===== src/rtl/legv8_ctrl_pkg.sv =====
`default_nettype none
// ============================================================================
// Module      : legv8_ctrl_pkg
// Description : Shared definitions for the LEGv8 multi-cycle controller.
//               FSM state encoding, instruction classes, opcode values and
//               masks, aluOp encodings and an opcode match helper.
// Ports       : none (package)
// Revision    : 1.0 - initial release
// ============================================================================
package legv8_ctrl_pkg;

  // Opcode field width; the opcode always sits in the top bits of the IR.
  localparam int c_OPC_W = 11;

  // Fully specified opcodes.
  localparam logic [c_OPC_W-1:0] c_OPC_ADD  = 11'b10001011000;
  localparam logic [c_OPC_W-1:0] c_OPC_SUB  = 11'b11001011000;
  localparam logic [c_OPC_W-1:0] c_OPC_AND  = 11'b10001010000;
  localparam logic [c_OPC_W-1:0] c_OPC_ORR  = 11'b10101010000;
  localparam logic [c_OPC_W-1:0] c_OPC_LDUR = 11'b11111000010;
  localparam logic [c_OPC_W-1:0] c_OPC_STUR = 11'b11111000000;

  // CBZ and B carry immediate bits inside the 11-bit opcode field, so they
  // are matched against a value under a mask.
  localparam logic [c_OPC_W-1:0] c_OPC_CBZ  = 11'b10110100000;
  localparam logic [c_OPC_W-1:0] c_MASK_CBZ = 11'b11111111000;
  localparam logic [c_OPC_W-1:0] c_OPC_B    = 11'b00010100000;
  localparam logic [c_OPC_W-1:0] c_MASK_B   = 11'b11111100000;

  // aluOp encodings.
  localparam logic [1:0] c_ALUOP_ADD   = 2'b00;
  localparam logic [1:0] c_ALUOP_PASSB = 2'b01;
  localparam logic [1:0] c_ALUOP_RTYPE = 2'b10;

  typedef enum logic [2:0] {
    ST_FETCH     = 3'd0,
    ST_DECODE    = 3'd1,
    ST_EXECUTE   = 3'd2,
    ST_MEMORY    = 3'd3,
    ST_WRITEBACK = 3'd4
  } state_e;

  typedef enum logic [2:0] {
    CLS_ILLEGAL = 3'd0,
    CLS_RTYPE   = 3'd1,
    CLS_LDUR    = 3'd2,
    CLS_STUR    = 3'd3,
    CLS_CBZ     = 3'd4,
    CLS_B       = 3'd5
  } instr_cls_e;

  function automatic logic opc_match(
    input logic [c_OPC_W-1:0] opc,
    input logic [c_OPC_W-1:0] value,
    input logic [c_OPC_W-1:0] mask
  );
    return (opc & mask) == value;
  endfunction

endpackage
`default_nettype wire


===== src/rtl/legv8_decoder.sv =====
`default_nettype none
// ============================================================================
// Module      : legv8_decoder
// Description : Combinational opcode decoder. Classifies the latched opcode
//               and produces the static controls that depend only on the
//               instruction (not on the FSM state).
// Ports       : opcode_i  - IR opcode field
//               cls_o     - instruction class
//               illegal_o - opcode is not decodable
//               reg2loc_o - second read port takes Rt instead of Rm
//               alu_op_o  - ALU operation class
//               alu_src_o - ALU B operand is the immediate
// Revision    : 1.0 - initial release
// ============================================================================
module legv8_decoder
  import legv8_ctrl_pkg::*;
#(
  parameter int ALUOP_W = 2
) (
  input  logic [c_OPC_W-1:0] opcode_i,
  output instr_cls_e         cls_o,
  output logic               illegal_o,
  output logic               reg2loc_o,
  output logic [ALUOP_W-1:0] alu_op_o,
  output logic               alu_src_o
);

  always_comb begin
    cls_o     = CLS_ILLEGAL;
    reg2loc_o = 1'b0;
    alu_op_o  = ALUOP_W'(c_ALUOP_ADD);
    alu_src_o = 1'b0;

    if ((opcode_i == c_OPC_ADD) || (opcode_i == c_OPC_SUB) ||
        (opcode_i == c_OPC_AND) || (opcode_i == c_OPC_ORR)) begin
      cls_o    = CLS_RTYPE;
      alu_op_o = ALUOP_W'(c_ALUOP_RTYPE);
    end else if (opcode_i == c_OPC_LDUR) begin
      cls_o     = CLS_LDUR;
      alu_src_o = 1'b1;
    end else if (opcode_i == c_OPC_STUR) begin
      // Store data comes from Rt, so the second read port is steered to it.
      cls_o     = CLS_STUR;
      alu_src_o = 1'b1;
      reg2loc_o = 1'b1;
    end else if (opc_match(opcode_i, c_OPC_CBZ, c_MASK_CBZ)) begin
      // CBZ tests Rt for zero by passing it straight through the ALU.
      cls_o     = CLS_CBZ;
      reg2loc_o = 1'b1;
      alu_op_o  = ALUOP_W'(c_ALUOP_PASSB);
    end else if (opc_match(opcode_i, c_OPC_B, c_MASK_B)) begin
      cls_o = CLS_B;
    end
  end

  assign illegal_o = (cls_o == CLS_ILLEGAL);

endmodule
`default_nettype wire


===== src/rtl/multicycle_controller.sv =====
`default_nettype none
// ============================================================================
// Module      : multicycle_controller
// Description : Multi-cycle LEGv8 control unit. Fetches an instruction over a
//               req/ack handshake into the IR, decodes it and steps the
//               datapath through FETCH/DECODE/EXECUTE/MEMORY/WRITEBACK.
//               Optional handshake timeout, stall freeze, illegal-op flag.
// Ports       : clk, rst_n            - clock, async active-low reset
//               imemReq/imemAck/instruction - instruction fetch handshake
//               dmemAck               - data access complete
//               aluZero               - ALU zero flag for CBZ
//               stall                 - freeze FSM and registers
//               reg2LocOut, unconditionalBranch, branch, memRead, memWrite,
//               memToReg, aluOP, aluSRC, regWrite - datapath controls
//               pcWrite, pcSrc        - PC update strobe and source select
//               readRegister1/2, writeRegister - register file addresses
//               illegalOp, timeoutErr - error pulses
// Revision    : 1.0 - initial release
// ============================================================================
module multicycle_controller
  import legv8_ctrl_pkg::*;
#(
  parameter int INSTR_W     = 32,
  parameter int REG_ADDR_W  = 5,
  parameter int ALUOP_W     = 2,
  parameter int MEM_TIMEOUT = 0
) (
  input  logic                  clk,
  input  logic                  rst_n,
  output logic                  imemReq,
  input  logic                  imemAck,
  input  logic [INSTR_W-1:0]    instruction,
  input  logic                  dmemAck,
  input  logic                  aluZero,
  input  logic                  stall,
  output logic                  reg2LocOut,
  output logic                  unconditionalBranch,
  output logic                  branch,
  output logic                  memRead,
  output logic                  memWrite,
  output logic                  memToReg,
  output logic [ALUOP_W-1:0]    aluOP,
  output logic                  aluSRC,
  output logic                  regWrite,
  output logic                  pcWrite,
  output logic                  pcSrc,
  output logic [REG_ADDR_W-1:0] readRegister1,
  output logic [REG_ADDR_W-1:0] readRegister2,
  output logic [REG_ADDR_W-1:0] writeRegister,
  output logic                  illegalOp,
  output logic                  timeoutErr
);

  localparam int c_WAIT_W = (MEM_TIMEOUT > 0) ? $clog2(MEM_TIMEOUT + 1) : 1;
  localparam logic [c_WAIT_W-1:0] c_TIMEOUT = c_WAIT_W'(MEM_TIMEOUT);

  state_e              state_q, state_d;
  logic [INSTR_W-1:0]  ir_q, ir_d;
  logic [c_WAIT_W-1:0] wait_q, wait_d;
  // Low until the first clock after reset release so that imemReq does not
  // assert while reset is still being released.
  logic                run_q;

  instr_cls_e          w_cls;
  logic                w_illegal;
  logic                w_reg2loc;
  logic [ALUOP_W-1:0]  w_dec_alu_op;
  logic                w_dec_alu_src;

  logic                w_timeout;
  logic [c_WAIT_W-1:0] w_wait_inc;

  logic                w_imem_req;
  logic                w_mem_read;
  logic                w_mem_write;
  logic                w_mem_to_reg;
  logic                w_branch;
  logic                w_uncond;
  logic                w_pc_src;
  logic [ALUOP_W-1:0]  w_alu_op;
  logic                w_alu_src;
  logic                w_reg_write;
  logic                w_pc_write;
  logic                w_illegal_p;
  logic                w_timeout_p;

  // Shamt and immediate fields are consumed by the datapath, not here.
  logic                w_unused_ir;
  assign w_unused_ir = ^ir_q;

  legv8_decoder #(
    .ALUOP_W (ALUOP_W)
  ) u_decoder (
    .opcode_i  (ir_q[INSTR_W-1 -: c_OPC_W]),
    .cls_o     (w_cls),
    .illegal_o (w_illegal),
    .reg2loc_o (w_reg2loc),
    .alu_op_o  (w_dec_alu_op),
    .alu_src_o (w_dec_alu_src)
  );

  // The counter only runs when a timeout is configured; since the timeout
  // fires on equality it never needs to saturate.
  assign w_timeout  = (MEM_TIMEOUT != 0) && (wait_q == c_TIMEOUT);
  assign w_wait_inc = (MEM_TIMEOUT != 0) ? (wait_q + c_WAIT_W'(1)) : wait_q;

  always_comb begin
    state_d      = state_q;
    ir_d         = ir_q;
    wait_d       = wait_q;
    w_imem_req   = 1'b0;
    w_mem_read   = 1'b0;
    w_mem_write  = 1'b0;
    w_mem_to_reg = 1'b0;
    w_branch     = 1'b0;
    w_uncond     = 1'b0;
    w_pc_src     = 1'b0;
    w_alu_op     = '0;
    w_alu_src    = 1'b0;
    w_reg_write  = 1'b0;
    w_pc_write   = 1'b0;
    w_illegal_p  = 1'b0;
    w_timeout_p  = 1'b0;

    case (state_q)
      ST_FETCH: begin
        if (run_q) begin
          if (w_timeout) begin
            // Drop the request for a cycle and retry; the PC is untouched.
            w_timeout_p = 1'b1;
            wait_d      = '0;
          end else begin
            w_imem_req = 1'b1;
            if (imemAck) begin
              ir_d    = instruction;
              wait_d  = '0;
              state_d = ST_DECODE;
            end else begin
              wait_d = w_wait_inc;
            end
          end
        end
      end

      ST_DECODE: begin
        if (w_illegal) begin
          w_illegal_p = 1'b1;
          w_pc_write  = 1'b1;
          state_d     = ST_FETCH;
        end else begin
          state_d = ST_EXECUTE;
        end
      end

      ST_EXECUTE: begin
        w_alu_op  = w_dec_alu_op;
        w_alu_src = w_dec_alu_src;
        case (w_cls)
          CLS_CBZ: begin
            w_branch   = 1'b1;
            w_pc_src   = aluZero;
            w_pc_write = 1'b1;
            state_d    = ST_FETCH;
          end
          CLS_B: begin
            w_uncond   = 1'b1;
            w_pc_src   = 1'b1;
            w_pc_write = 1'b1;
            state_d    = ST_FETCH;
          end
          CLS_LDUR, CLS_STUR: state_d = ST_MEMORY;
          CLS_RTYPE:          state_d = ST_WRITEBACK;
          default:            state_d = ST_FETCH;
        endcase
      end

      ST_MEMORY: begin
        // ALU controls stay applied so the computed address is stable for
        // the whole data access.
        w_alu_op  = w_dec_alu_op;
        w_alu_src = w_dec_alu_src;
        if (w_timeout) begin
          w_timeout_p = 1'b1;
          wait_d      = '0;
          state_d     = ST_FETCH;
        end else begin
          w_mem_read  = (w_cls == CLS_LDUR);
          w_mem_write = (w_cls == CLS_STUR);
          if (dmemAck) begin
            wait_d = '0;
            if (w_cls == CLS_LDUR) begin
              state_d = ST_WRITEBACK;
            end else begin
              w_pc_write = 1'b1;
              state_d    = ST_FETCH;
            end
          end else begin
            wait_d = w_wait_inc;
          end
        end
      end

      ST_WRITEBACK: begin
        w_reg_write  = 1'b1;
        w_mem_to_reg = (w_cls == CLS_LDUR);
        w_pc_write   = 1'b1;
        state_d      = ST_FETCH;
      end

      default: state_d = ST_FETCH;
    endcase

    // Stall freezes every register, which also discards a coincident ack.
    if (stall) begin
      state_d = state_q;
      ir_d    = ir_q;
      wait_d  = wait_q;
    end
  end

  always_ff @(posedge clk or negedge rst_n) begin
    if (!rst_n) begin
      state_q <= ST_FETCH;
      ir_q    <= '0;
      wait_q  <= '0;
      run_q   <= 1'b0;
    end else begin
      state_q <= state_d;
      ir_q    <= ir_d;
      wait_q  <= wait_d;
      run_q   <= 1'b1;
    end
  end

  // Level outputs follow the (held) state; pulse outputs are suppressed
  // while stalled and so fire in the first unstalled cycle.
  assign imemReq             = w_imem_req;
  assign memRead             = w_mem_read;
  assign memWrite            = w_mem_write;
  assign memToReg            = w_mem_to_reg;
  assign branch              = w_branch;
  assign unconditionalBranch = w_uncond;
  assign pcSrc               = w_pc_src;
  assign aluOP               = w_alu_op;
  assign aluSRC              = w_alu_src;
  assign regWrite            = w_reg_write & ~stall;
  assign pcWrite             = w_pc_write  & ~stall;
  assign illegalOp           = w_illegal_p & ~stall;
  assign timeoutErr          = w_timeout_p & ~stall;

  assign reg2LocOut    = w_reg2loc;
  assign readRegister1 = ir_q[5 +: REG_ADDR_W];
  assign readRegister2 = w_reg2loc ? ir_q[0 +: REG_ADDR_W] : ir_q[16 +: REG_ADDR_W];
  assign writeRegister = ir_q[0 +: REG_ADDR_W];

endmodule
`default_nettype wire

===== config.mk =====
export PLATFORM = sky130hd
export DESIGN_NAME = multicycle_controller
export DESIGN_NICKNAME = d
export VERILOG_FILES = /design/src/rtl/legv8_ctrl_pkg.sv /design/src/rtl/legv8_decoder.sv /design/src/rtl/multicycle_controller.sv
export SDC_FILE = /design/constraint.sdc
export NUM_CORES = 1
export LEC_CHECK = 0
export ABC_AREA = 1
export ABC_CLOCK_PERIOD_IN_PS = 3700
export CORE_MARGIN = 5
export CORE_UTILIZATION = 47
export CTS_BUF_LIST = sky130_fd_sc_hd__clkbuf_16
export CTS_CLUSTER_SIZE = 10
export DETAILED_ROUTE_END_ITERATION = 8
export GPL_ROUTABILITY_DRIVEN = 0
export PLACE_DENSITY = 0.81
export SLEW_MARGIN = 10
export SYNTH_ARGS = -nofsm -noshare
export SYNTH_HDL_FRONTEND = slang
export SYNTH_SLANG_ARGS = --single-unit

===== constraint.sdc =====
create_clock -name clk -period 3.7 [get_ports clk]
set_input_delay 0.37 -clock clk [delete_from_list [all_inputs] [get_ports clk]]
set_output_delay 0.37 -clock clk [all_outputs]
set_load 0.05 [all_outputs]

==> flow_summary.ini, run 1 <==
[run_status]
status = completed

[worst_setup_path]
crit_type = reg -> out
crit_arrival_ps = 2380
endpoint_kind = output port
startpoint_type = flip-flop
r2r_slack_ps = 2130
cp.required_ps = 3330
critPathMaxFanout = 5

[routing]
ant_nets = 0
first_pass_iters = 4
wire_per_inst_um = 12.19
wl_um = 3768
drt_iter0_drc = 56
via_per_inst = 4.725
route.detailed.drc = 0
vias = 1460

[synthesis]
synth.yosys.seq_area_share_pct = 42.13
synth.distinct_cells = 25
synth-xor-area-share_pct = 0
synth_compound_area_share_pct = 3.792
synth_top_family_by_area = simple AND/OR/NAND/NOR gates
synth_mux_area_share_pct = 14.33
syn-cell-area_mm2 = 0.001782
ys_warn_count = 0
synth_fp_nets = 244
ys_ff_latch = 30
postSynthCellCount = 206
synthAdderAreaFrac_pct = 0
yosys.area_share.simple_pct = 28.37
avgSynthCellArea_um2 = 8.649

[finish]
final_layout_size_suffix_gt1_share_pct = 16.09
fin_nets = 298
final_util_pct = 67.67
n_antenna_cell = 0
areaGrowthSynthToFinish_pct = 39.05
final_common_cell = clkdlybuf4s50_1
final_cell_mix = 60 x clkdlybuf4s50_1, 47 x nand2_1, 33 x nor2_1

[grt]
grt_pass1_vias = 1534
grt_most_used_layer = met2
grt-ovfl-total = 0
grt_pass1_wl_um = 6458
grt.met1_usage_pct = 18.24
antenna_found_initial = 0
use_met2_pct = 26.02
grt_max_degree = 35
use_met3_pct = 7.714
track_usage_pct = 16.15

[power]
switching_share_pct = 42.95
pwr-share-comb_pct = 50.2
power.switching_mw = 0.8310
max-vdd-ir-drop_mv = 0.5838
p_leak_nw = 1.194
intPower_mw = 1.104
seqPwrFrac_pct = 30.6
power.density_mw_per_mm2 = 781.0
clock_power_share_pct = 19.2

[clock_tree]
clock_sinks = 30
cts_setup_buffers = 0
cts_tree = done
cts-resized-gates = 0
cts_root_buf = clkbuf_16
cts_made_buffers = 5
clk_latency_ps = 270
clk_pin_slew_worst_paths_ps = 50
cts_buffer_depth = 2
ctsHoldBuffers = 0
htreeDepth = 2

[placed_design]
preCtsSetupSlack_ps = 1227
hpwlAfterDp_um = 2801
port-buffer-count = 60

[floorplan]
dieArea_mm2 = 0.005122
die_w_um = 71.57
die-height_um = 71.57
start_util_pct = 48.67
core_mm2 = 0.003661
io_pins = 68
rows = 22

[hold_path]
hp-class = in -> async

[job]
maxCapViolCount = 0

[timing]
final-setup-viol-count = 0
worst_slack_ps = 948.0
rsz0062_at_grt = false
finClkSkew_ps = 3.179
tns_ps = 0
final_max_slew_viol_count = 0
hold_viol_final = 0
period_share_pct = 74.38
whs_ps = 484.2
max_slew_margin_pct = 64.66
period_needed_ps = 2752
timing.fmax_mhz = 363.4
worst_slew_pin_slew_ps = 528.4
## area by class of cell
cell class              instances  area [um^2]
flip-flops and latches         30        750.7
clock inverters                 3        12.51
multi-input cells             140        835.8
well taps                      48        60.06
fillers                       315         1184
repair buffers                 61        608.1
clock buffers                   5        125.1
inverters                      22        85.08
## synth_stat cells
master | instances | area (um^2)
buf_6 | 2 | 22.52
inv_2 | 1 | 3.750
nor3_1 | 2 | 10.01
mux2_2 | 4 | 45.04
buf_4 | 11 | 82.58
buf_2 | 1 | 5.000
a22oi_1 | 1 | 7.510
nor4_2 | 1 | 12.51
o21ai_1 | 2 | 10.01
nand3_1 | 9 | 45.04
inv_1 | 20 | 75.07
nor2_2 | 2 | 12.51
inv_4 | 1 | 6.260
dfrtp_1 | 30 | 750.7
mux2_4 | 14 | 210.2
a21oi_1 | 10 | 50.05
nand4_2 | 1 | 12.51
nor2_4 | 3 | 33.78
nand2_2 | 3 | 18.77
conb_1 | 2 | 7.510
nand2_4 | 2 | 22.52
nand2_1 | 47 | 176.4
nand3_2 | 3 | 30.03
nor2_1 | 33 | 123.9
nor3b_1 | 1 | 7.510
## power by group through the flow
| stage | Clock [mW] | Sequential (mW) | Combinational, mW |
|---|---|---|---|
| 6_report | 0.371 | 0.592 | 0.972 |
| 4_1_cts | 0.383 | 0.591 | 0.980 |
| 5_1_grt | 0.395 | 0.611 | 1.04 |
| 2_1_floorplan | 0 | 0.564 | 0.788 |
| 3_5_place_dp | 0 | 0.590 | 0.973 |
| 3_3_place_gp | 0 | 0.587 | 0.962 |
## critical path, cell delays in order, from the launching register on
cell             delay (ps)
dfrtp_1                 380
inv_1                   120
nor2_1                   50
nand3_1                 170
nand2_1                 130
nor2_1                  160
nand3_1                 130
nand3_1                  90
nand2_1                  50
inv_1                    40
clkdlybuf4s50_1         790
## per-layer routing
layer | vias to the layer above | wire [um] | share of wire (%)
met2 | 56 | 1731 | 46
met1 | 654 | 1569 | 42
met4 | 0 | 65 | 1.7
met5 | - | 0 | 0
met3 | 5 | 401 | 11
li1 | 745 | - | -
## sequential cells by signal, summed over array words and instances, names as in the netlist
name,flops
ir_q,26
run_q,1
state_q,3
## cell families (layout without fill, tap and decap cells)
family                 Yosys count  in the layout
AO/OA/AOI/OAI                   13             13
buffers and inverters           36             91
AND/OR/NAND/NOR                107            107
flip-flops                      30             30
multiplexers                    18             18
other                            2              2
## per-stage QoR
stage / cell area (um^2) / std cells / total power, mW
floorplan: 1782 / 206 / 1.351
global placement: 2340 / 301 / 1.550
detailed placement: 2340 / 301 / 1.562
CTS: 2477 / 309 / 1.955
global route: 2477 / 309 / 2.047
finish: 2477 / 309 / 1.935
## final timing paths
path,from,to,depth (start not counted)
min in group clk,ir_q[9],ir_q[9],1
setup / recovery,ir_q[28],pcWrite,10
setup reg to reg,state_q[1],ir_q[19],5
hold reg to reg,ir_q[9],ir_q[9],1
max in group asynchronous,rst_n,ir_q[2],2
hold / removal,rst_n,state_q[0],2
(Power assumes the default switching activity.)
==> run 2, diff against run 1 <==
--- a/config.mk
+++ b/config.mk
@@ -6,14 +6,14 @@
 export NUM_CORES = 1
 export LEC_CHECK = 0
 export ABC_AREA = 1
-export ABC_CLOCK_PERIOD_IN_PS = 3700
+export ABC_CLOCK_PERIOD_IN_PS = 2500
 export CORE_MARGIN = 5
-export CORE_UTILIZATION = 47
+export CORE_UTILIZATION = 40
 export CTS_BUF_LIST = sky130_fd_sc_hd__clkbuf_16
 export CTS_CLUSTER_SIZE = 10
 export DETAILED_ROUTE_END_ITERATION = 8
 export GPL_ROUTABILITY_DRIVEN = 0
-export PLACE_DENSITY = 0.81
+export PLACE_DENSITY = 0.73
 export SLEW_MARGIN = 10
 export SYNTH_ARGS = -nofsm -noshare
 export SYNTH_HDL_FRONTEND = slang
==> constraint.sdc (replaced) <==
create_clock -name clk -period 2.5 [get_ports clk]
set_input_delay 0.25 -clock clk [delete_from_list [all_inputs] [get_ports clk]]
set_output_delay 0.25 -clock clk [all_outputs]
set_load 0.05 [all_outputs]
==> flow_summary.ini, run 2 (synthesis results as in run 1) <==
[routing]
vias = 1451
first_pass_iters = 4
drt_iter0_drc = 67
wl_um = 3816
via_per_inst = 4.621
route.detailed.drc = 0
ant_nets = 0
wire_per_inst_um = 12.15

[worst_setup_path]
startpoint_type = flip-flop
crit_arrival_ps = 2040
crit_type = reg -> out
r2r_slack_ps = 950
cp.required_ps = 2250
endpoint_kind = output port
critPathMaxFanout = 6

[power]
power.switching_mw = 1.225
intPower_mw = 1.636
max-vdd-ir-drop_mv = 0.7094
seqPwrFrac_pct = 30.3
pwr-share-comb_pct = 50.5
clock_power_share_pct = 19.2
switching_share_pct = 42.81
p_leak_nw = 1.304
power.density_mw_per_mm2 = 1149

[grt]
grt-ovfl-total = 0
grt_pass1_wl_um = 6582
grt_max_degree = 35
antenna_found_initial = 0
track_usage_pct = 13.38
grt_pass1_vias = 1474

[clock_tree]
cts_setup_buffers = 0
cts_root_buf = clkbuf_16
cts_tree = done
cts_made_buffers = 5
clock_sinks = 30
clk_latency_ps = 270
htreeDepth = 2
clk_pin_slew_worst_paths_ps = 50
cts_buffer_depth = 2

[finish]
n_antenna_cell = 0
largest_reg_flops = 26
finalNonFillerCells = 314
final_cell_mix = 47 x nand2_1, 46 x clkdlybuf4s50_1, 33 x nor2_1
final_common_cell = nand2_1
largestRegisters = ir_q x26, state_q x3, run_q x1
fin_nets = 299
final_layout_size_suffix_gt1_share_pct = 19.08
areaGrowthSynthToFinish_pct = 39.75
largest-register = ir_q

[floorplan]
start_util_pct = 41.20
die-height_um = 76.74
dieArea_mm2 = 0.005889
die_w_um = 76.74
io_pins = 68
core_mm2 = 0.004324
rows = 24

[timing]
tns_ps = 0
rsz0062_at_grt = false
period_share_pct = 91.52
max_slew_margin_pct = 64.10
worst_slew_pin_slew_ps = 537.6
finClkSkew_ps = 5.328
timing.fmax_mhz = 437.1
period_needed_ps = 2288
hold_viol_final = 0
final-setup-viol-count = 0
final_max_slew_viol_count = 0

[job]
maxCapViolCount = 0

[run_status]
status = completed

[hold_path]
hp-class = in -> async

[placed_design]
hpwlAfterDp_um = 2996
placedCellCount = 306
port-buffer-count = 60
[run 2: cell count changes in the layout (fill, tap and decap cells not counted), sizes merged]
cell	previous run	this run
dlymetal6s2s	0	7
clkdlybuf4s50	60	46
buf	1	9
[run 2: final timing paths]
| path | depth (start not counted) | from | end |
|---|---|---|---|
| max | 4 | state_q[2] | aluOP[1] |
| min | 2 | rst_n | ir_q[16] |
| max reg2reg | 5 | state_q[1] | ir_q[31] |
| min reg2reg | 1 | ir_q[16] | ir_q[16] |
| max in group asynchronous | 2 | rst_n | ir_q[19] |
| min in group clk | 1 | ir_q[16] | ir_q[16] |
[run 2: what timing repair did]
action / CTS / global route
hold endpoints to repair: 0 / 0
resized for setup: 0 / 7
hold buffers: 0 / 0
endpoints found under the setup margin: 0 / 7
[run 2: power by group through the flow]
stage | registers (mW) | logic, mW | clock network (mW)
detailed placement | 0.868 | 1.46 | 0
global placement | 0.864 | 1.44 | 0
floorplan | 0.834 | 1.17 | 0
finish | 0.866 | 1.45 | 0.549
CTS | 0.867 | 1.47 | 0.560
global route | 0.903 | 1.55 | 0.584
[run 2: cell type report]
type / instances / area (um^2)
inverter: 22 / 85.08
timing repair buffer: 62 / 615.6
multi-input combinational: 140 / 835.8
fill: 385 / 1834
clock buffer: 5 / 125.1
sequential: 30 / 750.7
tap: 52 / 65.06
clock inverter: 3 / 12.51
[run 2: metrics by stage]
step	util [%]	area, um^2	worst slack, ps	power [mW]	hold slack [ps]
global route	57.58	2490	82.01	3.038	419.8
finish	57.58	2490	212.1	2.860	362.9
CTS	57.18	2472	7.373	2.893	375.2
global placement	53.99	2335	341.2	2.303	493.8
detailed placement	53.99	2335	321.0	2.327	494.2
floorplan	-	1782	285.0	2.000	-45.59
[run 2: metal layers]
metal / vias up / share of wire (%) / global-route usage [%]
li1: 748 / - / -
met1: 646 / 41 / 15.23
met2: 52 / 47 / 22.24
met3: 5 / 11 / 6.440
met4: 0 / 0.94 / 3.671
met5: - / 0 / 0
[run 2: critical path, cell delays in order (launching register included)]
cell and delay (ps):
dfrtp_1 470, inv_1 180, nand2_1 170, nor2_1 140, clkdlybuf4s50_1 820
==> run 3, diff against run 2 <==
--- a/config.mk
+++ b/config.mk
@@ -12,7 +12,7 @@
 export CTS_BUF_LIST = sky130_fd_sc_hd__clkbuf_16
 export CTS_CLUSTER_SIZE = 10
 export DETAILED_ROUTE_END_ITERATION = 8
-export GPL_ROUTABILITY_DRIVEN = 0
+export GPL_ROUTABILITY_DRIVEN = 1
 export PLACE_DENSITY = 0.73
 export SLEW_MARGIN = 10
 export SYNTH_ARGS = -nofsm -noshare
==> results of run 3 <==
No change in the layout: final DEF, timing and power equal those of run 2.
